### src/rtl/cic_int24x2.sv
// cic_int24x2: two-channel three-stage CIC integrator with decimation strobes and
// channel-multiplexed 24-bit output feeding the comb stage.
// Ports: clk, rst (sync, active-high); ce input valid; di/dq channel 0/1 samples;
// rate decimation ratio R (0/1 read as 2); shift output window LSB;
// q multiplexed output, ce0/ce1 one-cycle channel 0/1 strobes.
// Macro CIC_INT24X2_ROUND_EN: round half up at bit shift-1 instead of truncating.
module cic_int24x2 #(
  parameter int IW = 16,
  parameter int ACCW = 40,
  parameter int OW = 24
) (
  input  logic          clk,
  input  logic          rst,
  input  logic          ce,
  input  logic [IW-1:0] di,
  input  logic [IW-1:0] dq,
  input  logic [7:0]    rate,
  input  logic [4:0]    shift,
  output logic [OW-1:0] q,
  output logic          ce0,
  output logic          ce1
);
  typedef enum logic [1:0] {IDLE, CH0, CH1} state_t;
  logic [1:0][IW-1:0] x;
  logic [1:0][ACCW-1:0] s1_q, s1_d, s2_q, s2_d, s3_q, s3_d;
  logic [7:0] cnt_q, cnt_d, r_q, r_d, r_eff;
  logic [OW-1:0] snap_q, snap_d, q_q, q_d;
  logic dump_q, dump_d, ce0_q, ce0_d, ce1_q, ce1_d, term, go;
  state_t state_q, state_d;
  // Window is taken from a sign-extended copy so bits above ACCW-1 read as sign.
  function automatic logic [OW-1:0] sel(input logic [ACCW-1:0] s, input logic [4:0] sh);
    logic signed [ACCW:0] e;
    logic signed [ACCW:0] w;
    e = {s[ACCW-1], s};
`ifdef CIC_INT24X2_ROUND_EN
    if (sh != 5'd0) e = e + ((ACCW+1)'(1) << (sh - 5'd1));
`endif
    w = e >>> sh;
    return w[OW-1:0];
  endfunction
  assign x = {dq, di};
  assign q = q_q;
  assign ce0 = ce0_q;
  assign ce1 = ce1_q;
  always_comb begin
    r_eff = (rate < 8'd2) ? 8'd2 : rate;
    term = ce && (cnt_q == r_q - 8'd1);
    for (int c = 0; c < 2; c++) begin
      s1_d[c] = ce ? s1_q[c] + {{(ACCW-IW){x[c][IW-1]}}, x[c]} : s1_q[c];
      s2_d[c] = ce ? s2_q[c] + s1_q[c] : s2_q[c];
      s3_d[c] = ce ? s3_q[c] + s2_q[c] : s3_q[c];
    end
    cnt_d = !ce ? cnt_q : term ? 8'd0 : cnt_q + 8'd1;
    r_d = term ? r_eff : r_q;
    dump_d = term;
    // With R=2 a new dump can land while CH1 is finishing; start the next pair directly.
    go = dump_q && (state_q != CH0);
    state_d = go ? CH0 : (state_q == CH0) ? CH1 : IDLE;
    q_d = go ? sel(s3_q[0], shift) : (state_q == CH0) ? snap_q : q_q;
    snap_d = go ? sel(s3_q[1], shift) : snap_q;
    ce0_d = go;
    ce1_d = (state_q == CH0);
  end
  always_ff @(posedge clk) begin
    if (rst) begin
      s1_q <= '0;
      s2_q <= '0;
      s3_q <= '0;
      cnt_q <= '0;
      r_q <= r_eff;
      dump_q <= 1'b0;
      state_q <= IDLE;
      snap_q <= '0;
      q_q <= '0;
      ce0_q <= 1'b0;
      ce1_q <= 1'b0;
    end else begin
      s1_q <= s1_d;
      s2_q <= s2_d;
      s3_q <= s3_d;
      cnt_q <= cnt_d;
      r_q <= r_d;
      dump_q <= dump_d;
      state_q <= state_d;
      snap_q <= snap_d;
      q_q <= q_d;
      ce0_q <= ce0_d;
      ce1_q <= ce1_d;
    end
  end
endmodule

### config.mk
export PLATFORM = sky130hd
export DESIGN_NAME = cic_int24x2
export DESIGN_NICKNAME = d
export VERILOG_FILES = /design/src/rtl/cic_int24x2.sv
export SDC_FILE = /design/constraint.sdc
export NUM_CORES = 1
export LEC_CHECK = 0
export CAP_MARGIN = 15
export CORE_MARGIN = 2
export CORE_UTILIZATION = 66
export DETAILED_ROUTE_END_ITERATION = 7
export PLACE_DENSITY_LB_ADDON = 0.15
export SLEW_MARGIN = 20
export SYNTH_ARGS = -nofsm -noshare
export SYNTH_HDL_FRONTEND = slang
export SYNTH_SLANG_ARGS = --single-unit
### constraint.sdc
create_clock -name clk -period 6.25 [get_ports clk]
set_clock_uncertainty 0.15 [all_clocks]
set_input_delay 0.625 -clock clk [delete_from_list [all_inputs] [get_ports clk]]
set_output_delay 0.625 -clock clk [all_outputs]
set_load 0.05 [all_outputs]
; ---- Word-level counts from Yosys, hierarchy flattened
; Cells that the tools add are included.
[totals]
output_inout_bits = 26
rom_bits = 0
memories = 0
register_bits = 309
wordCells = 42
ramBits = 0
latchBits = 0
in_bits = 48
[op_classes]
eq_ne = 3
n_addsub = 8
multipliers = 0
mux = 8
order_cmp = 1
bitwise = 0
shifts = 2
reduce_logical = 5
n_div = 0
[ops]
columns = cell, count
row1 = adder 40 bit, 6
row2 = >>> shifter 40 x 5 -> 24 bit, 2
row3 = 2-to-1 mux 24 bit, 2
row4 = 2-to-1 mux 8 bit, 4
row5 = "adder 8 x 1 -> 8 bit, second input constant", 1
row6 = == test 8 bit, 1
row7 = "< comparator 8 x 2 -> 1 bit, second input constant", 1
row8 = "subtractor 8 x 1 -> 8 bit, second input constant", 1
row9 = nonzero test 2 bit, 2
row10 = "== test 2 x 1 -> 1 bit, second input constant", 1
row11 = logical AND 1 bit, 2
row12 = 2-to-1 mux 2 bit, 1
row13 = "inequality test 2 x 1 -> 1 bit, second input constant", 1
row14 = OR reduction 2 bit, 1
row15 = 2-to-1 mux 1 bit, 1

; ---- Longest topological paths before layout
; Gate-level depths: netlist of run 1.
[depth]
depth_word = 5
ltp_mapped = 13
depth_no_buf = 13

; ---- Worst setup path after synthesis of run 1
; No wires, ideal clock.
[synth_path]
path_type = input to register
from = input port dq[0]
to = register s1_q[64] (netlist bit)
cell_stages = 13
slack_ns = 2.748
t_required_ns = 5.984
arrival_time_ns = 3.235
setup_time_ns = 0.116
n_path_buf = 0
cell_sequence = ha_1 > fa_1 > a21o_1 > a21oi_1 > o211ai_1 > a21oi_1 > a21oi_2 > o211a_1 > nor2_1 > o21ai_0 > a21oi_1 > mux2_2 > a31o_2
[synth_between]
elab_chain_cells = 1
[synth_rtl]
columns = element, line_no
row1 = "start, declared", 16  ; input logic [IW-1:0] dq,
row2 = adder 40 bit, 49  ; s1_d[c] = ce ? s1_q[c] + {{(ACCW-IW){x[c][IW-1]}}, x[c]} : s1_q[c];
row3 = "end signal, assigned", 66  ; s1_q <= '0;
row4 = "end signal, assigned", 78  ; s1_q <= s1_d;
row5 = "end, declared", 25  ; logic [1:0][ACCW-1:0] s1_q, s1_d, s2_q, s2_d, s3_q, s3_d;
; No other way between the ends.
; A chain may end at the register's enable or synchronous reset.

; ---- Worst setup path in the final report of run 1
[layout_path]
from = register s1_q[0] (netlist bit)
to = register s2_q[38] (netlist bit)
[layout_between]
elab_chain_cells = 1
[layout_rtl]
columns = element, line_no
row1 = adder 40 bit, 50  ; s2_d[c] = ce ? s2_q[c] + s1_q[c] : s2_q[c];
row2 = "end signal, assigned", 67  ; s2_q <= '0;
row3 = "end signal, assigned", 79  ; s2_q <= s2_d;
row4 = "end, declared", 25
; No other way between the ends.

==> results of run 1 <==
worst min-delay path, stage by stage, from the launching register on:
cell     delay (ns)
dfxtp_1        0.31
nand2_1        0.05
a21oi_1        0.05
sequential cells by signal, summed over array words and instances (netlist names):
register  count
s1_q         80
s2_q         80
cnt_q         8
r_q           8
snap_q       24
dump_q        1
state_q       1
ce0           1
s3_q         80
q            24
ce1           1
cell usage in the layout (no fill, tap or decap), types with 80 or more instances in the layout:
master    instances
nor2_1          374
nand2_1         315
dfxtp_1         300
a21oi_1         296
ha_1            236
a21o_1          193
o21ai_0         182
mux2i_1         154
xnor2_1         151
a211oi_1         80
kinds of logic after synthesis:
group                    Yosys count
AO/OA/AOI/OAI                   1051
AND/OR/NAND/NOR                  985
flip-flops                       308
buffers and inverters            256
adder cells (fa/ha/maj)          242
XOR/XNOR                         229
multiplexers                     228
routing by layer:
layer | global-route usage | up-vias | part of all wire
met2 | 0.532 | 755 | 0.44
li1 | - | 12000 | -
met1 | 0.469 | 11500 | 0.47
met5 | 0 | - | 0
met3 | 0.0501 | 119 | 0.067
met4 | 0.0850 | 0 | 0.022
report_power, final:
| part | switching (uW) | leakage [uW] | total (uW) | internal, uW |
|---|---|---|---|---|
| sequential | 285 | 0.00252 | 2470 | 2180 |
| clock | 877 | 0.000621 | 2280 | 1400 |
| combinational | 1470 | 0.00991 | 2580 | 1100 |
synth_stat cells (39+ instances only):
cell / number
xnor2_1: 151
o21bai_1: 48
inv_1: 56
o21ai_0: 182
xor2_1: 78
nand2_1: 316
nand3_1: 57
dfxtp_1: 300
nor2_1: 375
a211oi_1: 80
a21o_1: 193
nand4_1: 39
ha_1: 236
a21oi_1: 296
mux4_2: 55
mux2i_1: 154
clkbuf_1: 148
nor3_1: 39
layout make-up:
cell class	count	share of cell area
Clock inverter	14	0.00706
Inverter	62	0.00810
Multi-Input combinational cell	2735	0.677
Clock buffer	51	0.0372
Tap cell	525	0.0229
Sequential cell	308	0.217
Timing Repair Buffer	90	0.0299
worst min path at each step:
stage	startpoint	endpoint	slack, ns	cells past startpoint
2_1_floorplan	snap_q[14]$_SDFFE_PP0P_	q[14]$_SDFFE_PP0P_	0.28	2
3_3_place_gp	snap_q[23]$_SDFFE_PP0P_	q[23]$_SDFFE_PP0P_	0.29	2
3_5_place_dp	snap_q[23]$_SDFFE_PP0P_	q[23]$_SDFFE_PP0P_	0.30	2
4_1_cts	snap_q[23]$_SDFFE_PP0P_	q[23]$_SDFFE_PP0P_	0.30	2
5_1_grt	snap_q[14]$_SDFFE_PP0P_	q[14]$_SDFFE_PP0P_	0.34	2
6_report	snap_q[23]$_SDFFE_PP0P_	q[23]$_SDFFE_PP0P_	0.30	2
stage by stage:
stage | cell area (sq um) | hold slack [ns] | utilization | std cells
after global routing | 28700 | 0.344 | 0.721 | 3785
after detailed placement | 27400 | 0.296 | 0.689 | 3720
after floorplan | 26700 | 0.277 | - | 3299
final | 28700 | 0.301 | 0.721 | 3785
after global placement | 27400 | 0.292 | 0.689 | 3720
after CTS | 28700 | 0.304 | 0.721 | 3785
==> results by group, run 1 <==
Status
  • Outcome: finished, final reports clean

Worst setup path
  • CP Launch Type: flop
  • Worst Reg-to-Reg Cells: 13
  • CP max FO: 3
  • FF-to-FF Start: s1_q[0]$_SDFFE_PP0P_
  • Flop2flop setup slack: 2.38 ns
  • Crit path largest cell delay: 0.53 ns
  • Crit. End Element: flop
  • CP bufs+invs: 0
  • Setup CP Type: flop to flop
  • Cell breakdown of the critical path: ha_1, fa_1, a21o_1, a21o_1, a211oi_1, nor4_1, o21ai_1, a21oi_1, o31ai_1, o21a_1, o21ai_1, xnor2_1, o21ai_1
  • Cell mode on critical path: o21ai_1
  • Reg2Reg Capture Point: s2_q[38]$_SDFFE_PP0P_
  • Crit path from: s1_q[0]$_SDFFE_PP0P_
  • Worst Path Required: 6.50 ns
  • Critical path's top delay family: compound AO/OA/AOI/OAI gates
  • Worst setup path endpoint: s2_q[38]$_SDFFE_PP0P_
  • Critical-path top delay cell: o31ai_1
  • Stages on the worst setup path: 13
  • CP Data Arrival Time: 4.12 ns

Logic synthesis
  • Syn Inst Count: 3,299
  • Main combinational cell family by area after synthesis: compound AO/OA/AOI/OAI gates
  • Synth top area share: 0.225
  • Top cells by area, synth: dfxtp_1 (23%), ha_1 (11%), mux2i_1 (5.8%)
  • Yosys warnings: 0
  • Complex-gate fraction of the synthesized area: 0.261
  • Synth Area in Simple Gates: 0.165
  • Synthesized-area fraction occupied by adder cells: 0.115
  • Seq cells post-synth: 308
  • Syn_area_per_cell: 8.08 sq um
  • Async S/R FF share, synth: 0
  • Top_reg_cell synth: dfxtp_1
  • Area leader, netlist: dfxtp_1
  • Syn nets: 3,589
  • Seq/Total Area, Yosys: 0.234
  • Cell Area, Synth: 26,700 sq um
  • Cell variety after synth: 98
  • Post-synth EDFFs: 8
  • Xor/xnor share of the synthesized area: 0.0752
  • Mux cell area share after synthesis: 0.112

Cells and area
  • # fillers: 3,181
  • Register area: 6250 sq um
  • Area delta synth->final: 7.68%
  • Share of cells above drive strength 1: 0.0696
  • Fin nets: 3,524
  • Multi-input logic area: 19,500 sq um
  • Antenna diode count: 0

Floorplanning
  • Core area: 39,800 sq um
  • Die Height: 205 um
  • Initial Utilization: 0.670
  • Die X: 205 um
  • # rows: 73
  • Die area: 42,000 sq um
  • Ports: 74

Pwr
  • PwrDens: 255 nW/um^2
  • Static Leak: 0.0131 uW
  • Worst VDD drop: 196 uV
  • Design Power: 7320 uW

Routing
  • Routed vias/inst: 6.43
  • Via Count: 24,300
  • Residual DRC: 0
  • Final WL: 70,700 um
  • Drt pass-1 iters: 5
  • Drt initial violations: 1,870
  • Remaining antenna violation count after routing: 0
  • WL/cell: 18.7 um

Place
  • I/O Buffers: 73
  • Detailed Place HPWL: 51,800 um
  • Placer Congestion: 0.958
  • DP Worst Slack: 2.02 ns

Clock tree
  • Number of gates resized after CTS: 0
  • Clock buffer depth: 3
  • Worst-Skew Late Latency: 0.55 ns
  • Worst-path clk slew: 0.06 ns
  • CTS Hold Bufs: 0
  • Root Buffer Master: clkbuf_16
  • H-tree Lvls: 2
  • CTS Sinks: 308
  • Postcts setup bufs: 0
  • CTS buffer count: 37
  • TritonCTS clock tree: yes

Timing
  • Tmin final: 3.87 ns
  • Setup ws final: 2.38 ns
  • Final setup TNS: 0 ns
  • Final setup violation count: 0
  • RSZ-0062 raised after global routing: no
  • Fmax: 258 MHz
  • Final Max Slew Viols: 0
  • Final period utilization: 0.619
  • Final hold violations: 0
  • Slew headroom: 0.364
  • Worst slew pin tran: 0.954 ns

Job
  • Max Cap Viol: 0

Global route
  • First-pass GRT wire length: 115,000 um
  • Vias in the first global route: 22,800
  • Global route overflow: 0
  • Pin count of the biggest net entering global routing: 159
  • All-Layer GR Usage: 0.333
  • Initial antenna violation count: 0

Hold path
  • HP Class: flop to flop
Note: power is estimated with default switching activity, not from simulation.
==> inputs of run 2 (changes only) <==
--- a/config.mk
+++ b/config.mk
@@ -7,7 +7,7 @@
 export LEC_CHECK = 0
 export CAP_MARGIN = 15
 export CORE_MARGIN = 2
-export CORE_UTILIZATION = 66
+export CORE_UTILIZATION = 64
 export DETAILED_ROUTE_END_ITERATION = 7
 export PLACE_DENSITY_LB_ADDON = 0.15
 export SLEW_MARGIN = 20
==> constraint.sdc (replaced) <==
create_clock -name clk -period 3.7 [get_ports clk]
set_clock_uncertainty 0.15 [all_clocks]
set_input_delay 0.37 -clock clk [delete_from_list [all_inputs] [get_ports clk]]
set_output_delay 0.37 -clock clk [all_outputs]
set_load 0.05 [all_outputs]
==> results by group, run 2 (synthesis gave the netlist of run 1 again) <==
Worst setup path
  • Setup CP Type: flop to flop (unchanged)
  • Reg2Reg Capture Point: s3_q[78]$_SDFFE_PP0P_ (was s2_q[38]$_SDFFE_PP0P_)
  • Critical-path top delay cell: a2111oi_2 (was o31ai_1)
  • Worst Path Required: 3.99 ns (was 6.50 ns)
  • Worst Reg-to-Reg Cells: 14 (was 13)
  • CP max FO: 3 (unchanged)
  • FF-to-FF Start: s2_q[40]$_SDFFE_PP0P_ (was s1_q[0]$_SDFFE_PP0P_)
  • Crit path largest cell delay: 0.48 ns (was 0.53 ns)
  • CP Launch Type: flop (unchanged)
  • Cell breakdown of the critical path: ha_1, fa_2, a211o_1, a2111oi_4, nor4_2, o211ai_1, buf_4, a211oi_2, o21ai_2, a2111oi_2, o2111ai_1, a31oi_1, xnor2_1, o21ai_1 (was ha_1, fa_1, a21o_1, a21o_1, a211oi_1, nor4_1, o21ai_1, a21oi_1, o31ai_1, o21a_1, o21ai_1, xnor2_1, o21ai_1)
  • Flop2flop setup slack: 0.04 ns (was 2.38 ns)
  • CP Data Arrival Time: 3.95 ns (was 4.12 ns)
  • Crit. End Element: flop (unchanged)

Cells and area
  • Most frequent cells in the layout: nor2_1 (374), nand2_1 (315), dfxtp_1 (300) (unchanged)
  • Most common cell after layout, fill and taps aside: nor2_1 (unchanged)
  • Fin nets: 3,603 (was 3,524)
  • Share of cells above drive strength 1: 0.0932 (was 0.0696)
  • Antenna diode count: 0 (unchanged)
  • Area delta synth->final: 10.0% (was 7.68%)
  • # fillers: 3,346 (was 3,181)
  • Fin cells: 3,869 (was 3,785)
  • Largest regs: s1_q: 80 flops, s2_q: 80 flops, s3_q: 80 flops (unchanged)

Global route
  • All-Layer GR Usage: 0.331 (was 0.333)
  • Global route overflow: 0 (unchanged)
  • Vias in the first global route: 23,300 (was 22,800)
  • First-pass GRT wire length: 119,000 um (was 115,000 um)
  • Pin count of the biggest net entering global routing: 96 (was 159)
  • Initial antenna violation count: 2 (was 0)

Routing
  • Remaining antenna violation count after routing: 0 (unchanged)
  • Final WL: 73,400 um (was 70,700 um)
  • Drt initial violations: 2,018 (was 1,870)
  • Drt pass-1 iters: 5 (unchanged)
  • Via Count: 24,800 (was 24,300)
  • Routed vias/inst: 6.41 (was 6.43)
  • Residual DRC: 0 (unchanged)
  • WL/cell: 19.0 um (was 18.7 um)

Clock tree
  • H-tree Lvls: 2 (unchanged)
  • Worst-Skew Late Latency: 0.55 ns (about the same)
  • CTS buffer count: 37 (unchanged)
  • CTS Sinks: 308 (unchanged)
  • Worst-path clk slew: 0.06 ns (about the same)
  • Clock buffer depth: 3 (unchanged)
  • TritonCTS clock tree: yes (unchanged)
  • Root Buffer Master: clkbuf_16 (unchanged)

Timing
  • Final setup TNS: 0 ns (unchanged)
  • Tmin final: 3.66 ns (was 3.87 ns)
  • Final Max Slew Viols: 0 (unchanged)
  • Slew headroom: 0.294 (was 0.364)
  • Worst slew pin tran: 1.06 ns (was 0.954 ns)
  • Fmax: 273 MHz (was 258 MHz)
  • Final period utilization: 0.990 (was 0.619)
  • Hold WS: 0.141 ns (was 0.301 ns)
  • Final hold violations: 0 (unchanged)
  • Final setup violation count: 0 (unchanged)

Pwr
  • Worst VDD drop: 294 uV (was 196 uV)
  • Static Leak: 0.0134 uW (was 0.0131 uW)
  • PwrDens: 423 nW/um^2 (was 255 nW/um^2)

Floorplanning
  • Die Height: 208 um (was 205 um)
  • Initial Utilization: 0.650 (was 0.670)
  • # rows: 74 (was 73)
  • Core area: 41,000 sq um (was 39,800 sq um)
  • Ports: 74 (unchanged)
  • Die area: 43,300 sq um (was 42,000 sq um)
  • Die X: 208 um (was 205 um)

Hold path
  • WHS Path Cells: 2 (unchanged)
  • HP Class: primary input to flop (was flop to flop)
  • Hold Crit Start: rst (was snap_q[23]$_SDFFE_PP0P_)
  • WHS Endpoint: s2_q[46]$_SDFFE_PP0P_ (was q[23]$_SDFFE_PP0P_)

Place
  • Detailed Place HPWL: 55,100 um (was 51,800 um)
  • Cells after DPL: 3,804 (was 3,720)
  • I/O Buffers: 73 (unchanged)
  • Placer Congestion: 0.968 (was 0.958)

Status
  • Outcome: finished, final reports clean (unchanged)

Job
  • Max Cap Viol: 0 (unchanged)
## run 2: cell count changes in the layout (fill, tap and decap cells not counted), sizes merged
cell / delta
buf: +79
bufinv: -2
clkbuf: -2
clkinv: +4
clkinvlp: -3
inv: +1
## run 2: through the flow
stage | power, uW | instance area [sq um] | setup slack (ns) | util
2_1_floorplan | 7510 | 26700 | 0.453 | -
3_3_place_gp | 8480 | 28100 | -0.0229 | 0.685
3_5_place_dp | 8640 | 28100 | -0.107 | 0.685
4_1_cts | 12400 | 29300 | 0.0685 | 0.715
5_1_grt | 13100 | 29300 | -0.0180 | 0.715
6_report | 12400 | 29300 | 0.0359 | 0.715
## run 2: report_power, final
group | switching (uW) | internal (uW) | total, uW
registers | 470 | 3690 | 4160
clock network | 1510 | 2220 | 3730
logic | 2550 | 1970 | 4520
## run 2: area by class of cell
cell class / instances / area (sq um) / share of cell area
Inverter: 62 / 233 / 0.00793
Tap cell: 532 / 666 / 0.0227
Timing Repair Buffer: 169 / 1500 / 0.0512
Clock buffer: 49 / 1060 / 0.0362
Multi-Input combinational cell: 2735 / 19500 / 0.664
Sequential cell: 308 / 6250 / 0.213
Clock inverter: 14 / 156 / 0.00533
## run 2: worst max path at each step
stage	from	endpoint	slack [ns]	cells after the start
finish	s2_q[40]$_SDFFE_PP0P_	s3_q[78]$_SDFFE_PP0P_	0.04	14
global route	s2_q[40]$_SDFFE_PP0P_	s3_q[76]$_SDFFE_PP0P_	-0.02	14
detailed placement	di[0]	s1_q[30]$_SDFFE_PP0P_	-0.11	14
floorplan	dq[0]	s1_q[64]$_SDFFE_PP0P_	0.45	13
CTS	s2_q[40]$_SDFFE_PP0P_	s3_q[76]$_SDFFE_PP0P_	0.07	13
global placement	di[0]	s1_q[30]$_SDFFE_PP0P_	-0.02	14
## run 2: metal layers
layer / wire (um) / part of all wire / track usage
met2: 33400 / 0.45 / 0.545
met3: 4850 / 0.066 / 0.0400
met1: 32900 / 0.45 / 0.449
met4: 2240 / 0.030 / 0.112
met5: 13 / 0.00018 / 0
## run 2: critical path: cells and delay by family, from the launching register on
| kind | cells | cell delay (ns) |
|---|---|---|
| fa+ha+maj | 2 | 0.47 |
| simple gates | 1 | 0.41 |
| xor+xnor | 1 | 0.16 |
| buf+inv | 1 | 0.18 |
| flops | 1 | 0.36 |
| compound gates | 9 | 1.81 |
## run 2: what timing repair did
action,4_1_cts,5_1_grt
buffers inserted,0,2
resized for setup,1,8
setup endpoints to repair,2,16
pin swaps,0,5
hold buffers,0,0
